### config.mk
export PLATFORM = sky130hd
export DESIGN_NAME = mole_round_ctrl_flat
export DESIGN_NICKNAME = d
export VERILOG_FILES = /design/src/rtl/mole_round_if.sv /design/src/rtl/mole_round_ctrl.sv /design/src/flat_wrapper.sv
export SDC_FILE = /design/constraint.sdc
export NUM_CORES = 1
export LEC_CHECK = 0
export ABC_AREA = 1
export BUFFER_PORTS_ARGS = -buffer_cell sky130_fd_sc_hd__buf_4
export CAP_MARGIN = 15
export CORE_UTILIZATION = 46
export CTS_CLUSTER_SIZE = 30
export DETAILED_ROUTE_END_ITERATION = 16
export HOLD_SLACK_MARGIN = 0.08
export PLACE_DENSITY_LB_ADDON = 0.05
export SLEW_MARGIN = 20
export SYNTH_ARGS = -nofsm -noshare
export SYNTH_HDL_FRONTEND = slang
export SYNTH_SLANG_ARGS = --single-unit
### constraint.sdc
create_clock -name clk -period 2 [get_ports clk]
set_input_delay 0.4 -clock clk [delete_from_list [all_inputs] [get_ports clk]]
set_output_delay 0.4 -clock clk [all_outputs]
set_load 0.02 [all_outputs]
### src/rtl/mole_round_if.sv
// rtl/mole_round_if.sv - signal bundle between the round controller and the random source, button decoder and display
interface mole_round_if #(
    parameter int SCORE_W = 4,
    parameter int RND_W   = 4
) ();
  logic               start;
  logic [2:0]         mole_pos;
  logic               eval_now;
  logic [2:0]         user_guess;
  logic               guess_now;
  logic [2:0]         mole_out;
  logic [SCORE_W-1:0] score;
  logic [RND_W-1:0]   round_cnt;
  logic               hit;
  logic               miss;
  logic               game_over;

  modport master (
    output start, mole_pos, eval_now, user_guess,
    input  guess_now, mole_out, score, round_cnt, hit, miss, game_over
  );

  modport slave (
    input  start, mole_pos, eval_now, user_guess,
    output guess_now, mole_out, score, round_cnt, hit, miss, game_over
  );
endinterface

### src/rtl/mole_round_ctrl.sv
// rtl/mole_round_ctrl.sv - whack-a-mole round sequencer: shows a mole, opens the guess window, judges hit/miss
module mole_round_ctrl #(
    parameter int ROUND_TICKS = 50_000_000,
    parameter int GAP_TICKS   = 10_000_000,
    parameter int NUM_ROUNDS  = 10,
    parameter int SCORE_W     = 4,
    parameter int RND_W       = 4
) (
  input  logic         clk,
  input  logic         rst_n,
  mole_round_if.slave  bus
);

  localparam int TICK_MAX = (ROUND_TICKS > GAP_TICKS) ? ROUND_TICKS : GAP_TICKS;
  localparam int TIMER_W  = $clog2(TICK_MAX);

  localparam logic [TIMER_W-1:0] ROUND_LAST  = TIMER_W'(ROUND_TICKS - 1);
  localparam logic [TIMER_W-1:0] GAP_LAST    = TIMER_W'(GAP_TICKS - 1);
  localparam logic [RND_W-1:0]   ROUND_LIMIT = RND_W'(NUM_ROUNDS);
  localparam logic [SCORE_W-1:0] SCORE_MAX   = '1;
  localparam logic [2:0]         NO_HOLE     = 3'd5;

  typedef enum logic [1:0] {IDLE, SHOW, GAP, DONE} state_t;

  state_t             state;
  logic [TIMER_W-1:0] timer;
  logic               guess_now_q;
  logic [2:0]         mole_q;
  logic [SCORE_W-1:0] score_q;
  logic [RND_W-1:0]   round_q;
  logic               hit_q;
  logic               miss_q;
  logic               game_over_q;

  logic               guess_valid;
  logic               judge;
  logic               is_hit;
  logic [2:0]         mole_fold;
  logic [SCORE_W-1:0] score_inc;

  // Guesses of 5..7 mean "no button" and never count as an answer.
  assign guess_valid = bus.eval_now && (bus.user_guess <= 3'd4);
  assign judge       = guess_valid || (timer == ROUND_LAST);
  assign is_hit      = guess_valid && (bus.user_guess == mole_q);

  // The random source spans 0..7; fold 5..7 back onto 0..2 so a hole is always lit.
  assign mole_fold   = (bus.mole_pos <= 3'd4) ? bus.mole_pos : bus.mole_pos - 3'd5;
  assign score_inc   = (score_q == SCORE_MAX) ? score_q : score_q + SCORE_W'(1);

  always_ff @(posedge clk or negedge rst_n) begin
    if (!rst_n) begin
      state       <= IDLE;
      timer       <= '0;
      guess_now_q <= 1'b0;
      mole_q      <= NO_HOLE;
      score_q     <= '0;
      round_q     <= '0;
      hit_q       <= 1'b0;
      miss_q      <= 1'b0;
      game_over_q <= 1'b0;
    end else begin
      hit_q  <= 1'b0;
      miss_q <= 1'b0;
      case (state)
        IDLE, DONE: begin
          if (bus.start) begin
            state       <= SHOW;
            timer       <= '0;
            guess_now_q <= 1'b1;
            mole_q      <= mole_fold;
            score_q     <= '0;
            round_q     <= '0;
            game_over_q <= 1'b0;
          end
        end

        SHOW: begin
          // A valid guess in the timeout cycle wins over the timeout.
          if (judge) begin
            state       <= GAP;
            timer       <= '0;
            guess_now_q <= 1'b0;
            mole_q      <= NO_HOLE;
            round_q     <= round_q + RND_W'(1);
            hit_q       <= is_hit;
            miss_q      <= !is_hit;
            if (is_hit) begin
              score_q <= score_inc;
            end
          end else begin
            timer <= timer + TIMER_W'(1);
          end
        end

        GAP: begin
          if (timer == GAP_LAST) begin
            timer <= '0;
            if (round_q == ROUND_LIMIT) begin
              state       <= DONE;
              game_over_q <= 1'b1;
            end else begin
              state       <= SHOW;
              guess_now_q <= 1'b1;
              mole_q      <= mole_fold;
            end
          end else begin
            timer <= timer + TIMER_W'(1);
          end
        end

        default: begin
          state <= IDLE;
        end
      endcase
    end
  end

  assign bus.guess_now = guess_now_q;
  assign bus.mole_out  = mole_q;
  assign bus.score     = score_q;
  assign bus.round_cnt = round_q;
  assign bus.hit       = hit_q;
  assign bus.miss      = miss_q;
  assign bus.game_over = game_over_q;

endmodule

### src/flat_wrapper.sv
// flat-port wrapper written by rule: the top's interface ports become plain ports
module mole_round_ctrl_flat 
#(
    parameter int ROUND_TICKS = 50_000_000,
    parameter int GAP_TICKS   = 10_000_000,
    parameter int NUM_ROUNDS  = 10,
    parameter int SCORE_W     = 4,
    parameter int RND_W       = 4
)
  (clk, rst_n, bus_start, bus_mole_pos, bus_eval_now, bus_user_guess, bus_guess_now, bus_mole_out, bus_score, bus_round_cnt, bus_hit, bus_miss, bus_game_over);
  mole_round_if #(.SCORE_W(SCORE_W), .RND_W(RND_W)) bus_i ();
  input  logic clk;
  input  logic rst_n;
  input wire logic [$bits(bus_i.start)-1:0] bus_start;
  input wire logic [$bits(bus_i.mole_pos)-1:0] bus_mole_pos;
  input wire logic [$bits(bus_i.eval_now)-1:0] bus_eval_now;
  input wire logic [$bits(bus_i.user_guess)-1:0] bus_user_guess;
  output wire logic [$bits(bus_i.guess_now)-1:0] bus_guess_now;
  output wire logic [$bits(bus_i.mole_out)-1:0] bus_mole_out;
  output wire logic [$bits(bus_i.score)-1:0] bus_score;
  output wire logic [$bits(bus_i.round_cnt)-1:0] bus_round_cnt;
  output wire logic [$bits(bus_i.hit)-1:0] bus_hit;
  output wire logic [$bits(bus_i.miss)-1:0] bus_miss;
  output wire logic [$bits(bus_i.game_over)-1:0] bus_game_over;
  assign bus_i.start = bus_start;
  assign bus_i.mole_pos = bus_mole_pos;
  assign bus_i.eval_now = bus_eval_now;
  assign bus_i.user_guess = bus_user_guess;
  assign bus_guess_now = bus_i.guess_now;
  assign bus_mole_out = bus_i.mole_out;
  assign bus_score = bus_i.score;
  assign bus_round_cnt = bus_i.round_cnt;
  assign bus_hit = bus_i.hit;
  assign bus_miss = bus_i.miss;
  assign bus_game_over = bus_i.game_over;
  mole_round_ctrl #(.ROUND_TICKS(ROUND_TICKS), .GAP_TICKS(GAP_TICKS), .NUM_ROUNDS(NUM_ROUNDS), .SCORE_W(SCORE_W), .RND_W(RND_W)) u_core (.clk(clk), .rst_n(rst_n), .bus(bus_i));
endmodule
==> metrics.txt <==
status=complete, no violations; CP Max Fanout=20; minimum clock period=between 1500 and 2000 ps; register area=~1100 µm²; clock tree buffer depth=2; crit path DAT=1970 ps; VDD IR max=0.547 mV; Setup Fix Bufs, Post-CTS=0; DIE AREA=around 6700 µm²; Worst Tran Pin Value=542 ps; setup_tns=0 ps; Starting Density=0.483; critical path class=register to register; Leak Pwr=1.54 nW; share of async-settable or async-resettable flops after synthesis=1.00; Fmax=0.563 GHz; post-synthesis sequential area ratio=0.370; routed via count=between 2000 and 2500; hold crit path type=input port to asynchronous set/reset pin; Buffers on Ports=24; Worst Setup Start Kind=register; number of global-route vias before repair=2109; Post-Syn Nets=406; drt first-iter violations=around 120; top post-synthesis cells by area=dfrtp_1 (35%), nand2_1 (15%), o21ai_2 (6.0%); # IOs=25; Worst Setup End Kind=register; Worst Skew=4.73 ps; synth unique cells=32; CTS Buf Count=5; CTS sink count=43; Max-Cap Viols=0; die width=81.6 µm; power per cell area=1030 nW/µm²; Tot GR Track Use=0.200; total gr overflow=0; routability cong.=0.813; Post-Synthesis Cells=387; max_slew headroom=0.639; most common cell in the synthesized netlist=nand2_1; top cells by count, synth=nand2_1 (120), nor2_1 (42), dfrtp_1 (41); Seq cells post-synth=43; area of the mapped netlist=just under 3000 µm²; hold slack final=86.5 ps; Reg clk slew, reported paths=80 ps; Synth Warn #=0; vias per cell=a little under 5; total wire length=about 6000 µm; Avg WL per Cell=12.2 µm; Synth area leader=dfrtp_1; post-CTS sizing=0; area of the multi-input gates=1600 µm²; Synth top area share=0.352; final net count=about 440; period utilization=0.888; RSZ-0062 raised after global routing=false; Syn Area/Cell=7.52 µm²; Die H=81.6 µm; Final Setup Violations=0; row count=28; clock root cell=clkbuf_8; layout cells sized above 1=0.203; DRC=0; antenna violations before repair=0; hold buffer count at cts=0; Area Growth Syn to Fin=12.9%; Fill cells=578; CP required=2190 ps; Ant. Diodes=0; TritonRoute pass-1 iters=4; top_reg_cell synth=dfrtp_1; first-pass GRT wire length=slightly above 10000 µm; largest net degree at the start of global routing=44; clock latency on the worst-skew pair=290 ps; hpwl dp=4400 µm; Antenna Nets Post-Route=0; number of flops mapped to enable cells by yosys=0; CTS tree=built; Final Hold Vio Count=0; max-slew violations=0; Core ar.=6030 µm²; CTS H-tree depth=2
-- kinds of logic after synthesis --
group | Yosys count | share of synthesized area
AND/OR/NAND/NOR | 221 | 0.343
XOR/XNOR | 23 | 0.0692
adder cells (fa/ha/maj) | 9 | 0.0387
flip-flops | 43 | 0.370
buffers and inverters | 50 | 0.0799
AO/OA/AOI/OAI | 41 | 0.0988
-- cells in the final DEF, fill, tap and decap left out --
master	count
nand2_1	120
o21ai_2	20
nand3_1	20
nor3_1	2
inv_1	40
o21ai_0	11
clkinv_2	1
clkbuf_8	6
nor2_4	1
dfstp_2	2
nand2_4	1
dfrtp_1	41
xor2_1	20
nand3_4	1
inv_2	1
o21a_1	1
o21bai_1	1
nor2_1	41
bufinv_16	1
nand2_8	2
nand2_2	8
nor2_2	9
clkinv_1	2
a31oi_1	2
a21oi_1	5
xnor2_1	3
o21ai_1	1
buf_4	31
nand4_1	15
or2_2	1
ha_1	9
-- per-layer routing --
metal  up-vias  share of wire  global-route usage  routed length [µm]
li1       1283              -                   -                   -
met1      1107           0.53               0.300                3200
met2        32           0.43               0.287                2600
met3         4          0.031              0.0433                 190
met4         0         0.0088              0.0536                  53
met5         -              0                   0                   0
-- flip-flops by register name, indices dropped and copies added, names as in the netlist --
signal / flops
u_core.bus.miss: 1
u_core.bus.score: 4
u_core.bus.mole_out: 3
u_core.bus.hit: 1
u_core.bus.game_over: 1
u_core.bus.round_cnt: 4
u_core.state: 2
u_core.bus.guess_now: 1
u_core.timer: 26
-- power by group --
group | internal, mW | total (mW) | switching (mW)
Clock | 0.405 | 0.717 | 0.313
Combinational | 0.518 | 1.54 | 1.02
Sequential | 1.02 | 1.14 | 0.120
Total | 1.94 | 3.39 | 1.45
-- through the flow --
step / setup WS, ps / total power, mW / cells / area (µm²) / utilization
2_1_floorplan: 313 / 2.32 / 387 / 2910 / -
3_3_place_gp: 297 / 2.69 / 486 / 3170 / 0.526
3_5_place_dp: 213 / 2.70 / 486 / 3170 / 0.526
4_1_cts: 206 / 3.43 / 494 / 3290 / 0.545
5_1_grt: 2.64 / 3.66 / 494 / 3290 / 0.545
6_report: 225 / 3.39 / 494 / 3290 / 0.545
-- final timing paths --
check	from	end	slack (ps)	cells after the start
worst max register to register	u_core.timer[1]$_DFFE_PN0N_	u_core.timer[15]$_DFFE_PN0N_	220	10
worst max-delay path	u_core.timer[1]$_DFFE_PN0N_	u_core.timer[15]$_DFFE_PN0N_	220	10
max in group asynchronous	rst_n	u_core.bus.mole_out[2]$_DFFE_PN1P_	1540	1
worst min-delay path	rst_n	u_core.timer[15]$_DFFE_PN0N_	90	1
worst min register to register	u_core.bus.mole_out[0]$_DFFE_PN1P_	u_core.bus.mole_out[0]$_DFFE_PN1P_	510	2
min in group clk	bus_mole_pos[2]	u_core.bus.mole_out[2]$_DFFE_PN1P_	460	5
-- area by class of cell --
| class | instances | share of cell area |
|---|---|---|
| inverters | 43 | 0.0491 |
| well taps | 75 | 0.0285 |
| clock buffers | 6 | 0.0251 |
| multi-input cells | 294 | 0.488 |
| flip-flops and latches | 43 | 0.328 |
| clock inverters | 2 | 0.0107 |
| repair buffers | 31 | 0.0708 |
-- worst max-delay path, cell delays in order (launching register included) --
cell and delay [ps]:
dfrtp_1 380, ha_1 220, nand2_2 80, nor2_4 160
nand2_2 80, nor2_2 130, nand2_2 80, nand3_4 150
nand2_8 100, nand2_8 200, o21ai_2 70
Note: power is estimated with default switching activity, not from simulation.
